$ cat src/rtl/proc_pkg.sv
// Shared definitions for the operand-fetch slice.
//   - instruction field positions ([31:27] op, [26:23] rd, [22:19] rs1,
//     [18:15] rs2, [14:0] imm)
//   - IMM_FORM_BIT: opcode bit selecting the immediate form
//   - state_t: fetch sequencer states
//   - default data / address / immediate widths
package proc_pkg;

  localparam int unsigned DW_DEF   = 32;
  localparam int unsigned AW_DEF   = 4;
  localparam int unsigned IMMW_DEF = 15;

  localparam int unsigned OP_MSB  = 31;
  localparam int unsigned OP_LSB  = 27;
  localparam int unsigned RD_MSB  = 26;
  localparam int unsigned RD_LSB  = 23;
  localparam int unsigned RS1_MSB = 22;
  localparam int unsigned RS1_LSB = 19;
  localparam int unsigned RS2_MSB = 18;
  localparam int unsigned RS2_LSB = 15;
  localparam int unsigned IMM_MSB = 14;
  localparam int unsigned IMM_LSB = 0;

  // Bit of the 5-bit opcode that selects the immediate form.
  localparam int unsigned IMM_FORM_BIT = 4;

  typedef enum logic [1:0] {
    IDLE = 2'd0,
    READ = 2'd1,
    CAPT = 2'd2,
    OUT  = 2'd3
  } state_t;

endpackage

$ cat src/rtl/fwd_unit.sv
// Writeback forwarding for one source operand.
//   clk, rst_n    : clock, asynchronous active-low reset
//   i_capture     : window in which writebacks are observed (READ/CAPT)
//   i_clear       : drop any pending forward (stage returning to IDLE)
//   i_src         : source register address of the current instruction
//   i_wb_we_n     : writeback enable, active low
//   i_wb_dir      : writeback address
//   i_wb_data     : writeback data
//   i_rf_data     : register file read data for this port
//   o_data        : operand after forwarding
module fwd_unit
  import proc_pkg::*;
#(
  parameter int unsigned DW = DW_DEF,
  parameter int unsigned AW = AW_DEF
) (
  input  logic          clk,
  input  logic          rst_n,
  input  logic          i_capture,
  input  logic          i_clear,
  input  logic [AW-1:0] i_src,
  input  logic          i_wb_we_n,
  input  logic [AW-1:0] i_wb_dir,
  input  logic [DW-1:0] i_wb_data,
  input  logic [DW-1:0] i_rf_data,
  output logic [DW-1:0] o_data
);

  logic          w_hit;
  logic          r_flag;
  logic [DW-1:0] r_data;

  assign w_hit = i_capture && !i_wb_we_n && (i_wb_dir == i_src);

  always_ff @(posedge clk or negedge rst_n) begin
    if (!rst_n) begin
      r_flag <= 1'b0;
      r_data <= '0;
    end else if (i_clear) begin
      r_flag <= 1'b0;
    end else if (w_hit) begin
      r_flag <= 1'b1;
      r_data <= i_wb_data;
    end
  end

  // A hit in the current cycle bypasses the held value so that a write in
  // the capture cycle still reaches the operand registered at that edge.
  always_comb begin
    o_data = i_rf_data;
    if (w_hit) begin
      o_data = i_wb_data;
    end else if (r_flag) begin
      o_data = r_data;
    end
  end

endmodule

$ cat src/rtl/operand_fetch.sv
// Operand-fetch stage between the instruction queue and the execute stage.
// Reads two registers from a registered-read register file, applies
// writeback forwarding and immediate substitution, and presents
// {op, rd, opA, opB} over a valid/ready handshake.
//   clk, rst_n            : clock, asynchronous active-low reset
//   in_valid / in_ready   : instruction handshake, instr fields
//                           [31:27] op, [26:23] rd, [22:19] rs1,
//                           [18:15] rs2, [14:0] imm; op[4]=1 immediate form
//   DirA/DirB, RE_A/RE_B  : register file read address / active-low enable
//   DataA/DataB           : register file read data (one cycle after address)
//   wb_we_n/wb_dir/wb_data: register file write port (observed for forwarding)
//   out_valid / out_ready : operand handshake
//   out_op/out_rd/out_a/out_b : presented instruction and operands
module operand_fetch
  import proc_pkg::*;
#(
  parameter int unsigned DW   = DW_DEF,
  parameter int unsigned AW   = AW_DEF,
  parameter int unsigned IMMW = IMMW_DEF
) (
  input  logic          clk,
  input  logic          rst_n,
  input  logic          in_valid,
  output logic          in_ready,
  input  logic [31:0]   instr,
  output logic [AW-1:0] DirA,
  output logic [AW-1:0] DirB,
  output logic          RE_A,
  output logic          RE_B,
  input  logic [DW-1:0] DataA,
  input  logic [DW-1:0] DataB,
  input  logic          wb_we_n,
  input  logic [AW-1:0] wb_dir,
  input  logic [DW-1:0] wb_data,
  output logic          out_valid,
  input  logic          out_ready,
  output logic [4:0]    out_op,
  output logic [AW-1:0] out_rd,
  output logic [DW-1:0] out_a,
  output logic [DW-1:0] out_b
);

  state_t r_state;
  state_t w_state_nxt;

  // Incoming instruction fields
  logic [4:0]      w_in_op;
  logic [AW-1:0]   w_in_rd;
  logic [AW-1:0]   w_in_rs1;
  logic [AW-1:0]   w_in_rs2;
  logic [IMMW-1:0] w_in_imm;

  // Latched instruction
  logic [4:0]      r_op;
  logic [AW-1:0]   r_rd;
  logic [AW-1:0]   r_rs1;
  logic [IMMW-1:0] r_imm;

  // Registered outputs
  logic            r_in_ready;
  logic [AW-1:0]   r_dir_a;
  logic [AW-1:0]   r_dir_b;
  logic            r_re_a;
  logic            r_re_b;
  logic            r_out_valid;
  logic [4:0]      r_out_op;
  logic [AW-1:0]   r_out_rd;
  logic [DW-1:0]   r_out_a;
  logic [DW-1:0]   r_out_b;

  logic            w_capture;
  logic            w_fwd_clear;
  logic            w_imm_form;
  logic [DW-1:0]   w_imm_ext;
  logic [DW-1:0]   w_fwd_a;
  logic [DW-1:0]   w_fwd_b;

  assign w_in_op  = instr[OP_MSB:OP_LSB];
  assign w_in_rd  = AW'(instr[RD_MSB:RD_LSB]);
  assign w_in_rs1 = AW'(instr[RS1_MSB:RS1_LSB]);
  assign w_in_rs2 = AW'(instr[RS2_MSB:RS2_LSB]);
  assign w_in_imm = instr[IMM_LSB+IMMW-1:IMM_LSB];

  assign w_imm_form  = r_op[IMM_FORM_BIT];
  assign w_imm_ext   = {{(DW-IMMW){r_imm[IMMW-1]}}, r_imm};
  assign w_capture   = (r_state == READ) || (r_state == CAPT);
  assign w_fwd_clear = (r_state == OUT) && out_ready;

  fwd_unit #(.DW(DW), .AW(AW)) u_fwd_a (
    .clk       (clk),
    .rst_n     (rst_n),
    .i_capture (w_capture),
    .i_clear   (w_fwd_clear),
    .i_src     (r_rs1),
    .i_wb_we_n (wb_we_n),
    .i_wb_dir  (wb_dir),
    .i_wb_data (wb_data),
    .i_rf_data (DataA),
    .o_data    (w_fwd_a)
  );

  // Port B tracks the address actually driven on DirB.
  fwd_unit #(.DW(DW), .AW(AW)) u_fwd_b (
    .clk       (clk),
    .rst_n     (rst_n),
    .i_capture (w_capture),
    .i_clear   (w_fwd_clear),
    .i_src     (r_dir_b),
    .i_wb_we_n (wb_we_n),
    .i_wb_dir  (wb_dir),
    .i_wb_data (wb_data),
    .i_rf_data (DataB),
    .o_data    (w_fwd_b)
  );

  always_ff @(posedge clk or negedge rst_n) begin
    if (!rst_n) begin
      r_state <= IDLE;
    end else begin
      r_state <= w_state_nxt;
    end
  end

  always_comb begin
    w_state_nxt = r_state;
    unique case (r_state)
      IDLE:    if (in_valid) w_state_nxt = READ;
      READ:    w_state_nxt = CAPT;
      CAPT:    w_state_nxt = OUT;
      OUT:     if (out_ready) w_state_nxt = IDLE;
      default: w_state_nxt = IDLE;
    endcase
  end

  always_ff @(posedge clk or negedge rst_n) begin
    if (!rst_n) begin
      r_in_ready  <= 1'b1;
      r_op        <= '0;
      r_rd        <= '0;
      r_rs1       <= '0;
      r_imm       <= '0;
      r_dir_a     <= '0;
      r_dir_b     <= '0;
      r_re_a      <= 1'b1;
      r_re_b      <= 1'b1;
      r_out_valid <= 1'b0;
      r_out_op    <= '0;
      r_out_rd    <= '0;
      r_out_a     <= '0;
      r_out_b     <= '0;
    end else begin
      // in_ready is a register that mirrors the upcoming state.
      r_in_ready <= (w_state_nxt == IDLE);
      unique case (r_state)
        IDLE: begin
          if (in_valid) begin
            r_op    <= w_in_op;
            r_rd    <= w_in_rd;
            r_rs1   <= w_in_rs1;
            r_imm   <= w_in_imm;
            r_dir_a <= w_in_rs1;
            r_dir_b <= w_in_rs2;
            r_re_a  <= 1'b0;
            r_re_b  <= w_in_op[IMM_FORM_BIT];
          end
        end
        CAPT: begin
          r_out_op    <= r_op;
          r_out_rd    <= r_rd;
          r_out_a     <= w_fwd_a;
          r_out_b     <= w_imm_form ? w_imm_ext : w_fwd_b;
          r_out_valid <= 1'b1;
          r_re_a      <= 1'b1;
          r_re_b      <= 1'b1;
        end
        OUT: begin
          if (out_ready) begin
            r_out_valid <= 1'b0;
          end
        end
        default: ;
      endcase
    end
  end

  assign in_ready  = r_in_ready;
  assign DirA      = r_dir_a;
  assign DirB      = r_dir_b;
  assign RE_A      = r_re_a;
  assign RE_B      = r_re_b;
  assign out_valid = r_out_valid;
  assign out_op    = r_out_op;
  assign out_rd    = r_out_rd;
  assign out_a     = r_out_a;
  assign out_b     = r_out_b;

endmodule

$ cat config.mk
export PLATFORM = sky130hd
export DESIGN_NAME = operand_fetch
export DESIGN_NICKNAME = d
export VERILOG_FILES = /design/src/rtl/proc_pkg.sv /design/src/rtl/fwd_unit.sv /design/src/rtl/operand_fetch.sv
export SDC_FILE = /design/constraint.sdc
export NUM_CORES = 1
export LEC_CHECK = 0
export CORE_MARGIN = 2
export CORE_UTILIZATION = 50
export DETAILED_ROUTE_END_ITERATION = 12
export GPL_TIMING_DRIVEN = 0
export HOLD_SLACK_MARGIN = 0.1
export PLACE_DENSITY_LB_ADDON = 0.15
export SYNTH_ARGS = -nofsm -noshare
export SYNTH_HDL_FRONTEND = slang
export SYNTH_SLANG_ARGS = --single-unit
$ cat constraint.sdc
create_clock -name clk -period 2.75 [get_ports clk]
set_clock_uncertainty 0.2 [all_clocks]
set_input_delay 0.4125 -clock clk [delete_from_list [all_inputs] [get_ports clk]]
set_output_delay 0.4125 -clock clk [all_outputs]
set_load 0.05 [all_outputs]
# == Word level (Yosys, flattened, before mapping) ==
# Index checks and enable logic that the tools add are counted.
# classes
n_div,0
add_sub_neg,0
n_reduce_logical,17
mul,0
n_lt_le_gt_ge,0
bitwise_logic,1
muxes,18
eq_ne,7
shift,0
# op_table
op,n
two-way mux 32 bit,5
AND reduction 2 bit,5
equality test 4 bit,2
one-hot mux 2 bit (4 select lines),1
nonzero test 2 bit,4
two-way mux 1 bit,7
one-hot mux 1 bit (2 select lines),3
"equality test 2 bit, second input constant",2
logical AND 1 bit,4
logical NOT 2 bit,2
two-way mux 2 bit,2
"inequality test 2 bit, second input constant",2
"equality test 2 x 1 -> 1 bit, second input constant",1
logical NOT 1 bit,1
logical OR 1 bit,1
inverter 1 bit,1
# totals
regBits,177
mem_count,0
out_inout_bits,85
ramBits,0
latch_bits,0
inputBits,137
wordCells,61
mem_bits_ro,0

# == Depth between registers and ports, before layout ==
# Gate-level depths: netlist (run 1).
# logic_depth
depth_word,6
ltp_mapped,8
mapped_depth_nobuf,6

# == Hierarchy ==
# From an unflattened synthesis (run 1), not the netlist that was laid out.
# unflattened
hier_cells,625
hier_area_um2,8982.4
# by_module_without_submodules
module,area_per_inst_um2,seq_area_each_um2,n_inst,cells_each
operand_fetch,4588.2,2781.4,1,327
fwd_unit,2197.1,825.8,2,149

# == Least setup slack after synthesis (run 1) ==
# Ideal clock, no wire load.
# synth_path
kind,register to register
start,"register, netlist name DirA[2]"
end,register u_fwd_a.r_data[10]
setup_ns,0.125
path_stages_with_launch,7
period_less_slack_ns,2.258
path_slack_ns,0.492
t_required_ns,2.425
path_buffers,2
arrival_ns,1.933
cell_sequence,dfrtp_1 > xnor2_1 > nand3_1 > buf_2 > a211oi_4 > buf_6 > mux2_2
# synth_lines
item,line,text
to (signal assigned),fwd_unit.sv:43,r_data <= i_wb_data;
to (decl),fwd_unit.sv:31,logic [DW-1:0] r_data;

# == Worst setup path in the final report (run 1) ==
# layout_path
start,register r_state[0]
end,"register r_out_b[29], in the netlist out_b[29]"
# layout_between
elab_chain_cells,6
word_cells_on_any_way,7
cone_classes,eq/ne: 2; mux: 2; reduce/logical: 3
# layout_lines
item,line,text
from (decl),operand_fetch.sv:43,state_t r_state;
from (signal assigned),operand_fetch.sv:120,r_state <= w_state_nxt;
equality test 2 x 1 -> 1 bit or equality test 2 bit (tied branches),"operand_fetch.sv:86, operand_fetch.sv:154",
logical OR 1 bit,operand_fetch.sv:86,assign w_capture = (r_state == READ) || (r_state == CAPT);
logical AND 1 bit (2 in a row),fwd_unit.sv:33,assign w_hit = i_capture && !i_wb_we_n && (i_wb_dir == i_src);
two-way mux 32 bit,fwd_unit.sv:51,if (w_hit) begin
two-way mux 32 bit,operand_fetch.sv:171,r_out_b <= w_imm_form ? w_imm_ext : w_fwd_b;
to (signal assigned),operand_fetch.sv:171,
to (decl),operand_fetch.sv:69,logic [DW-1:0] r_out_b;
# Several ways; a longest one is shown, not always the timed one.
# A chain may end at the register's enable or synchronous reset.

==> results.yml, run 1 <==
power:
  leakagePower_nw: 4.87
  swShare_pct: 43.7
  switching_power_mw: 6.62
  p_int_mw: 8.53
  pwr-share-clk_pct: 16.8
  power.density_mw_per_mm2: 1280
  seqPwrFrac_pct: 29.7
  power_mw: 15.1
  ir_worst_vdd_uv: 796
  combPwrFrac_pct: 53.5
synthesis:
  synth_fp_nets: 890
  ys_ff_latch: 177
  ys_seq_area_share_pct: 51.1
  synth_most_common_cell: "dfrtp_1"
  async_reset_ff_share_pct: 100
  synth.top_cell.area_share_pct: 50.2
  synth_warnings: 0
  synth-main-ff-cell: "dfrtp_1"
  synth_edf_count: 0
  synth.distinct_cells: 29
  synthTopCellsByArea: "dfrtp_1 50%, mux2_2 13%, mux2i_1 7.4%"
  syn_inst: 749
  yosys-top-cells-count: "174 x dfrtp_1, 102 x mux2_2, 83 x o21ai_0"
  synth_area_per_cell_sq_um: 11.6
  syn-cell-area_sq_mm: 0.00867
  yosys.area.top_type: "dfrtp_1"
global_routing:
  grt_overflow_total: 0
  grt_pass1_vias: 7252
  track_usage_pct: 28.1
  grt_start_max_net_pins: 113
  grt_pass1_wl_microns: 39400
  grt_antenna_before_repair: 0
critical_path:
  path_max_fanout: 10
  end_kind: "flip-flop"
  cp.required_ps: 2870
  cpPeakStageDelay_ps: 400
  start_kind: "flip-flop"
  crit_path_cell_trace: "inv_1, ha_1, nor2b_1, nand2_1, clkbuf_1, clkbuf_1, or3_1, a31o_2"
  worst-setup-path-type: "reg2reg"
  r2r_start: "r_state[0]"
  crit_top_cell: "clkbuf_1"
  crit_path_top_delay_cell: "dfrtp_1"
  arrival_ps: 2690
  startpoint: "r_state[0]"
die:
  ioPinCount: 222
  coreArea_sq_mm: 0.0171
  start_util_pct: 50.7
  die-width_microns: 136
  fp-row-count: 48
  die_h_microns: 136
  die_area_sq_mm: 0.0184
cts:
  numCtsBuffers: 17
  htree_levels: 4
  cts_buffer_depth: 2
  cts_tree: "built"
  post_cts_buffers: 0
  clk_pin_slew_ps: 70
  cts_num_sinks: 177
  clock_latency_ps: 430
  clock-root-buffer: "clkbuf_16"
placement:
  pre_cts_ws_ps: -222
  dp.cells: 1196
  gp_congestion: 0.803
  hpwl_microns: 17900
  numPortBuffers: 221
layout:
  num-nets-final: 1132
  finalNonFillerCells: 1229
  final_util_pct: 69.1
  layout-drive-gt1-share_pct: 18.8
  syn2layout_area_growth_pct: 36.3
  antenna_cells: 0
sta:
  rsz0062_at_grt: "false"
  fmax_ghz: 0.389
  period_minus_slack_ps: 2570
  finalMaxSlewViolations: 0
  fin_ws_ps: 178
  tightest_slew_ps: 851
  finalCritPeriodShare_pct: 93.5
  hold_ws_ps: 299
  slew_headroom_pct: 43.3
  setup_viol: 0
  final_hold_viol_count: 0
run:
  cap_violations: 0
route:
  drtPass1Iterations: 6
  wirelength_microns: 25400
  ant_nets: 0
  drc: 0
  wl_per_cell_microns: 20.6
  dr_total_vias: 7040
  drt-vias-per-instance: 5.73
  drtIter0Drc: 383
hold_path:
  hold_class: "reg2reg"
  min_from: "u_fwd_a.r_data[6]"
status:
  status: "finished clean"
==> registers in the layout, summed over array words and instances (netlist names) <==
signal	flops
out_a	32
out_b	32
u_fwd_a.r_data	32
u_fwd_b.r_data	32
r_imm	15
out_op	5
r_op	5
DirA	4
DirB	4
out_rd	4
r_rd	4
r_state	2
RE_A	1
RE_B	1
in_ready	1
out_valid	1
u_fwd_a.r_flag	1
u_fwd_b.r_flag	1
==> worst max-delay path, delay by kind of cell, from the launching register on <==
kind / cells / cell delay (ps)
buffers and inverters: 3 / 620
AND/OR/NAND/NOR: 3 / 700
adder cells (fa/ha/maj): 1 / 280
AO/OA/AOI/OAI: 1 / 260
flip-flops: 1 / 400
==> power groups by stage <==
stage	logic [mW]	clock network [mW]	registers (mW)
final	8.10	2.54	4.50
after global routing	8.60	2.67	4.63
after CTS	8.11	2.57	4.49
after detailed placement	8.05	0	4.52
after global placement	7.92	0	4.49
after floorplan	3.40	0	6.52
==> per-layer routing <==
| layer | wire length, microns | vias up | share of wire [%] | GRT usage (%) |
|---|---|---|---|---|
| li1 | - | 3214 | - | - |
| met1 | 10900 | 3547 | 43 | 36.9 |
| met2 | 12500 | 240 | 49 | 47.2 |
| met3 | 1520 | 39 | 6.0 | 5.91 |
| met4 | 504 | 0 | 2.0 | 8.51 |
| met5 | 0 | - | 0 | 0 |
==> metrics by stage <==
| step | setup TNS (ps) | instance area, sq um |
|---|---|---|
| 3_5_place_dp | -10250 | 11200 |
| 5_1_grt | 0 | 11800 |
| 3_3_place_gp | -1145230 | 11200 |
| 4_1_cts | 0 | 11800 |
| 6_report | 0 | 11800 |
| 2_1_floorplan | 0 | 8670 |
==> cell type report <==
class,count,area [sq um]
clock buffers,21,460
clock inverters,11,153
plain buffers,66,307
multi-input cells,484,3850
well taps,225,282
inverters,22,82.6
flip-flops and latches,177,4430
fillers,1370,5290
repair buffers,223,2250
==> worst paths after layout <==
kind / to / slack, ps / depth (start not counted)
max: out_b[29] / 180 / 8
min: u_fwd_a.r_data[6] / 300 / 1
max reg2reg: out_b[29] / 180 / 8
min reg2reg: u_fwd_a.r_data[6] / 300 / 1
max in group asynchronous: out_a[17] / 1110 / 3
min in group asynchronous: DirA[0] / 310 / 2
==> layout by cell type (no fill, tap or decap), types with 4 or more instances in the layout <==
master	netlist	routed
clkdlybuf4s50_1	0	220
dfrtp_1	174	174
mux2_2	102	102
o21ai_0	83	83
mux2i_1	64	64
clkbuf_1	47	47
a21oi_1	35	35
o31a_1	32	32
a22o_1	32	32
or3_1	32	32
a31o_2	32	32
nor2_1	26	26
inv_1	21	21
nand2_1	17	17
clkbuf_16	0	17
buf_2	9	9
xnor2_1	8	8
buf_6	6	6
buf_1	4	4
ha_1	4	4
==> repair_timing <==
| item | 4_1_cts | 5_1_grt |
|---|---|---|
| endpoints found under the setup margin | 0 | 2 |
| gates resized for setup | 0 | 4 |
| hold buffers | 1 | 0 |
| endpoints found under the hold margin | 65 | 0 |
==> logic make-up after synthesis <==
| family | Yosys count | share of synthesized area [%] |
|---|---|---|
| fa+ha+maj | 4 | 0.577 |
| mux | 169 | 21.0 |
| simple gates | 82 | 4.63 |
| compound gates | 221 | 17.4 |
| flops | 177 | 51.1 |
| xor+xnor | 8 | 0.808 |
| buf+inv | 88 | 4.46 |
(Power assumes the default switching activity.)
==> run 2: changes to the inputs <==
- CELL_PAD_IN_SITES_DETAIL_PLACEMENT: not set -> 1
- CELL_PAD_IN_SITES_GLOBAL_PLACEMENT: not set -> 2
- CORE_UTILIZATION: 50 -> 32
- HOLD_SLACK_MARGIN: 0.1 -> not set
==> results.yml, run 2 (synthesis results as in run 1) <==
global_routing:
  track_usage_pct: 20.8
  grt_pass1_wl_microns: 44800
  grt_start_max_net_pins: 90
  grt_overflow_total: 0
  grt_antenna_before_repair: 1
  grt_pass1_vias: 7516
route:
  drc: 0
  drtIter0Drc: 294
  drt-vias-per-instance: 5.11
  wl_per_cell_microns: 21.6
  dr_total_vias: 6867
  drtPass1Iterations: 4
  ant_nets: 0
  wirelength_microns: 29100
critical_path:
  arrival_ps: 2710
  r2r_setup_slack_ps: 160
  rr_endpoint: "out_a[31]"
  reg2reg_depth: 8
  r2r_start: "r_state[0]"
  path_max_fanout: 10
  cp.required_ps: 2870
  start_kind: "flip-flop"
  end_kind: "flip-flop"
  worst-setup-path-type: "reg2reg"
sta:
  slew_headroom_pct: 39.3
  finalCritPeriodShare_pct: 94.2
  setup_viol: 0
  fin_setup_tns_ps: 0
  rsz0062_at_grt: "false"
  fmax_ghz: 0.386
  period_minus_slack_ps: 2590
  tightest_slew_ps: 910
  hold_ws_ps: 304
  fin_ws_ps: 160
  finalMaxSlewViolations: 0
  final_hold_viol_count: 0
placement:
  pre_cts_ws_ps: -354
  numPortBuffers: 221
  gp_congestion: 0.768
  hpwl_microns: 21100
  placed_area_sq_mm: 0.0113
  dp.cells: 1312
power:
  power.density_mw_per_mm2: 1270
  swShare_pct: 45.1
  p_int_mw: 8.36
  power_mw: 15.2
  ir_worst_vdd_uv: 552
  seqPwrFrac_pct: 29.6
  switching_power_mw: 6.87
  leakagePower_nw: 4.87
  pwr-share-clk_pct: 16.7
  combPwrFrac_pct: 53.7
layout:
  final_util_pct: 44.6
  syn2layout_area_growth_pct: 37.9
  final_cell_mix: "220 x clkdlybuf4s50_1, 174 x dfrtp_1, 102 x mux2_2, 83 x o21ai_0, 64 x mux2i_1"
  regArea_sq_mm: 0.00443
  layout_commonest_cell: "clkdlybuf4s50_1"
  layout-drive-gt1-share_pct: 19.1
  num-nets-final: 1132
  fin_area_sq_mm: 0.0120
  finalNonFillerCells: 1345
  num-fill-cells: 2900
  antenna_cells: 0
  multiInputGateArea_sq_mm: 0.00385
die:
  ioPinCount: 222
  die_h_microns: 169
  die_area_sq_mm: 0.0284
  die-width_microns: 169
  coreArea_sq_mm: 0.0268
  fp-row-count: 60
  start_util_pct: 32.4
cts:
  clock_latency_ps: 440
  clk_pin_slew_ps: 80
  cts_buffer_depth: 2
  clock-root-buffer: "clkbuf_16"
  numCtsBuffers: 17
  htree_levels: 4
  cts_num_sinks: 177
  cts_tree: "built"
hold_path:
  hold_class: "reg2reg"
  hold_path_end: "u_fwd_a.r_data[6]"
  min_from: "u_fwd_a.r_data[6]"
  hold_depth: 1
status:
  status: "finished clean"
run:
  cap_violations: 0
run 2: final cells by class:
| type | instances | area share (%) |
|---|---|---|
| Sequential cell | 177 | 37.1 |
| Inverter | 22 | 0.690 |
| Clock inverter | 14 | 1.37 |
| Multi-Input combinational cell | 484 | 32.2 |
| Tap cell | 341 | 3.57 |
| Timing Repair Buffer | 223 | 18.8 |
| Clock buffer | 18 | 3.67 |
| Buffer | 66 | 2.57 |
run 2: worst max-delay path by stage:
stage,from,to,slack (ps),depth (start not counted)
3_5_place_dp,wb_dir[0],u_fwd_a.r_data[4],-350,7
4_1_cts,r_state[0],out_b[31],70,6
5_1_grt,r_state[0],out_b[5],3,8
6_report,r_state[0],out_a[31],160,8
2_1_floorplan,DirA[2],u_fwd_a.r_data[10],490,6
3_3_place_gp,rst_n,u_fwd_a.r_data[19],-7050,1
run 2: repair_timing:
action,in CTS,in global routing
endpoints found under the setup margin,1,15
hold endpoints to repair,85,0
resized for setup,1,4
hold buffers,1,0
buffers inserted,0,0
run 2: power by group through the flow:
| stage | sequential, mW | clock [mW] | combinational [mW] |
|---|---|---|---|
| global route | 4.67 | 2.70 | 8.78 |
| finish | 4.51 | 2.55 | 8.18 |
| CTS | 4.53 | 2.61 | 8.28 |
| global placement | 4.54 | 0 | 8.15 |
| detailed placement | 4.56 | 0 | 8.25 |
| floorplan | 6.52 | 0 | 3.40 |
run 2: metal layers:
| layer | GRT usage, % | routed length (microns) | vias to the layer above |
|---|---|---|---|
| met5 | 0 | 12 | - |
| met3 | 4.26 | 1470 | 22 |
| li1 | - | - | 3212 |
| met1 | 28.4 | 13500 | 3463 |
| met2 | 33.8 | 13800 | 168 |
| met4 | 5.58 | 325 | 2 |
run 2: critical path, stage by stage (launching register included):
cell and delay (ps):
dfrtp_1 400, inv_1 80, ha_1 290, nor2b_1 140, nand2_1 170, buf_2 290, buf_1 530, o21ai_0 160
a22o_1 210
==> run 3: changes to the inputs <==
- SETUP_SLACK_MARGIN: not set -> 0.05
==> results.yml, run 3 (synthesis results as in run 1) <==
placement:
  placed_area_sq_mm: 0.0113
  hpwl_microns: 21100
  gp_congestion: 0.768
  numPortBuffers: 221
  dp.cells: 1312
cts:
  htree_levels: 4
  clk_pin_slew_ps: 80
  clock_latency_ps: 440
  cts_num_sinks: 177
  clock-root-buffer: "clkbuf_16"
  post_cts_buffers: 0
  cts_tree: "built"
  cts_buffer_depth: 2
  numCtsBuffers: 17
sta:
  finalMaxSlewViolations: 0
  slew_headroom_pct: 38.8
  finalCritPeriodShare_pct: 93.9
  final_hold_viol_count: 0
  tightest_slew_ps: 918
  setup_viol: 0
  rsz0062_at_grt: "false"
  period_minus_slack_ps: 2580
  fmax_ghz: 0.387
layout:
  layout_commonest_cell: "clkdlybuf4s50_1"
  fin_area_sq_mm: 0.0120
  num-fill-cells: 2897
  num-nets-final: 1132
  finalNonFillerCells: 1346
  final_cell_mix: "220 x clkdlybuf4s50_1, 174 x dfrtp_1, 102 x mux2_2, 83 x o21ai_0, 64 x mux2i_1"
  final_util_pct: 44.7
  syn2layout_area_growth_pct: 38.0
  layout-drive-gt1-share_pct: 19.5
route:
  wirelength_microns: 29100
  drc: 0
  dr_total_vias: 6873
  drtIter0Drc: 303
  ant_nets: 0
  drt-vias-per-instance: 5.11
  wl_per_cell_microns: 21.6
  drtPass1Iterations: 4
power:
  leakagePower_nw: 4.89
  power.density_mw_per_mm2: 1270
  ir_worst_vdd_uv: 553
global_routing:
  grt-busiest-layer: "met2"
  grt_overflow_total: 0
  grt_pass1_wl_microns: 44800
  grt_pass1_vias: 7516
  use_met1_pct: 28.4
  grt_util_met3_pct: 4.26
  grt_start_max_net_pins: 90
  globalRouteMet2Util_pct: 33.8
  grt_antenna_before_repair: 1
  track_usage_pct: 20.8
critical_path:
  end_kind: "flip-flop"
  cpPeakStageDelay_ps: 510
  crit_path_cell_trace: "clkdlybuf4s50_1, xnor2_1, nand3_1, buf_2, a211oi_4, buf_6, mux2_2"
  start_kind: "input port"
  crit_path_top_delay_cell: "clkdlybuf4s50_1"
  cp.required_ps: 2870
  arrival_ps: 2700
  cp_top_family: "buffers and inverters"
  path_max_fanout: 10
  crit_buf_inv: 3
  worst-setup-path-type: "in2reg"
die:
  start_util_pct: 32.4
  die_area_sq_mm: 0.0284
  fp-row-count: 60
  ioPinCount: 222
  die_h_microns: 169
  die-width_microns: 169
  coreArea_sq_mm: 0.0268
run:
  cap_violations: 0
status:
  status: "finished clean"
hold_path:
  hold_class: "reg2reg"
==> run 3: metrics by stage <==
stage	worst slack, ps	TNS [ps]	total power [mW]	hold WS (ps)
after floorplan	492	0	9.92	-83.1
after global placement	-7050	-1263250	12.7	273
after detailed placement	-354	-23480	12.8	278
after CTS	73.8	0	15.4	303
after global routing	61.8	0	16.2	318
final	167	0	15.2	304
==> run 3: path summary, 6_finish.rpt <==
kind | start | endpoint | slack (ps) | cells past startpoint
setup / recovery | wb_dir[0] | u_fwd_a.r_data[4] | 170 | 7
min in group asynchronous | rst_n | r_op[2] | 360 | 2
setup reg to reg | DirA[0] | u_fwd_a.r_data[4] | 180 | 6
hold / removal | u_fwd_a.r_data[6] | u_fwd_a.r_data[6] | 300 | 1
hold reg to reg | u_fwd_a.r_data[6] | u_fwd_a.r_data[6] | 300 | 1
max in group asynchronous | rst_n | out_b[15] | 1050 | 3
==> run 3: where the power goes <==
part / switching [mW] / internal (mW) / total, mW
clock network: 1.22 / 1.33 / 2.55
logic: 4.95 / 3.23 / 8.18
registers: 0.700 / 3.81 / 4.51
==> run 3: area by class of cell <==
class	instances	area, sq um	share of cell area, %
Sequential cell	177	4430	37.0
Multi-Input combinational cell	484	3850	32.2
Timing Repair Buffer	223	2250	18.8
Clock buffer	18	439	3.67
Tap cell	341	427	3.56
Buffer	66	313	2.61
Clock inverter	14	164	1.37
Inverter	22	82.6	0.690
Antenna cell	1	2.50	0.0209
==> run 3: per-layer routing <==
metal	share of wire, %	vias to the layer above
met5	0	-
met4	1.1	0
met3	4.9	21
met2	47	169
met1	47	3468
li1	-	3215
==> run 3: repair_timing <==
item	in CTS	in global routing
hold endpoints to repair	85	0
hold buffers	1	0
resized for setup	1	12
pin swaps	0	0
endpoints found under the setup margin	1	38
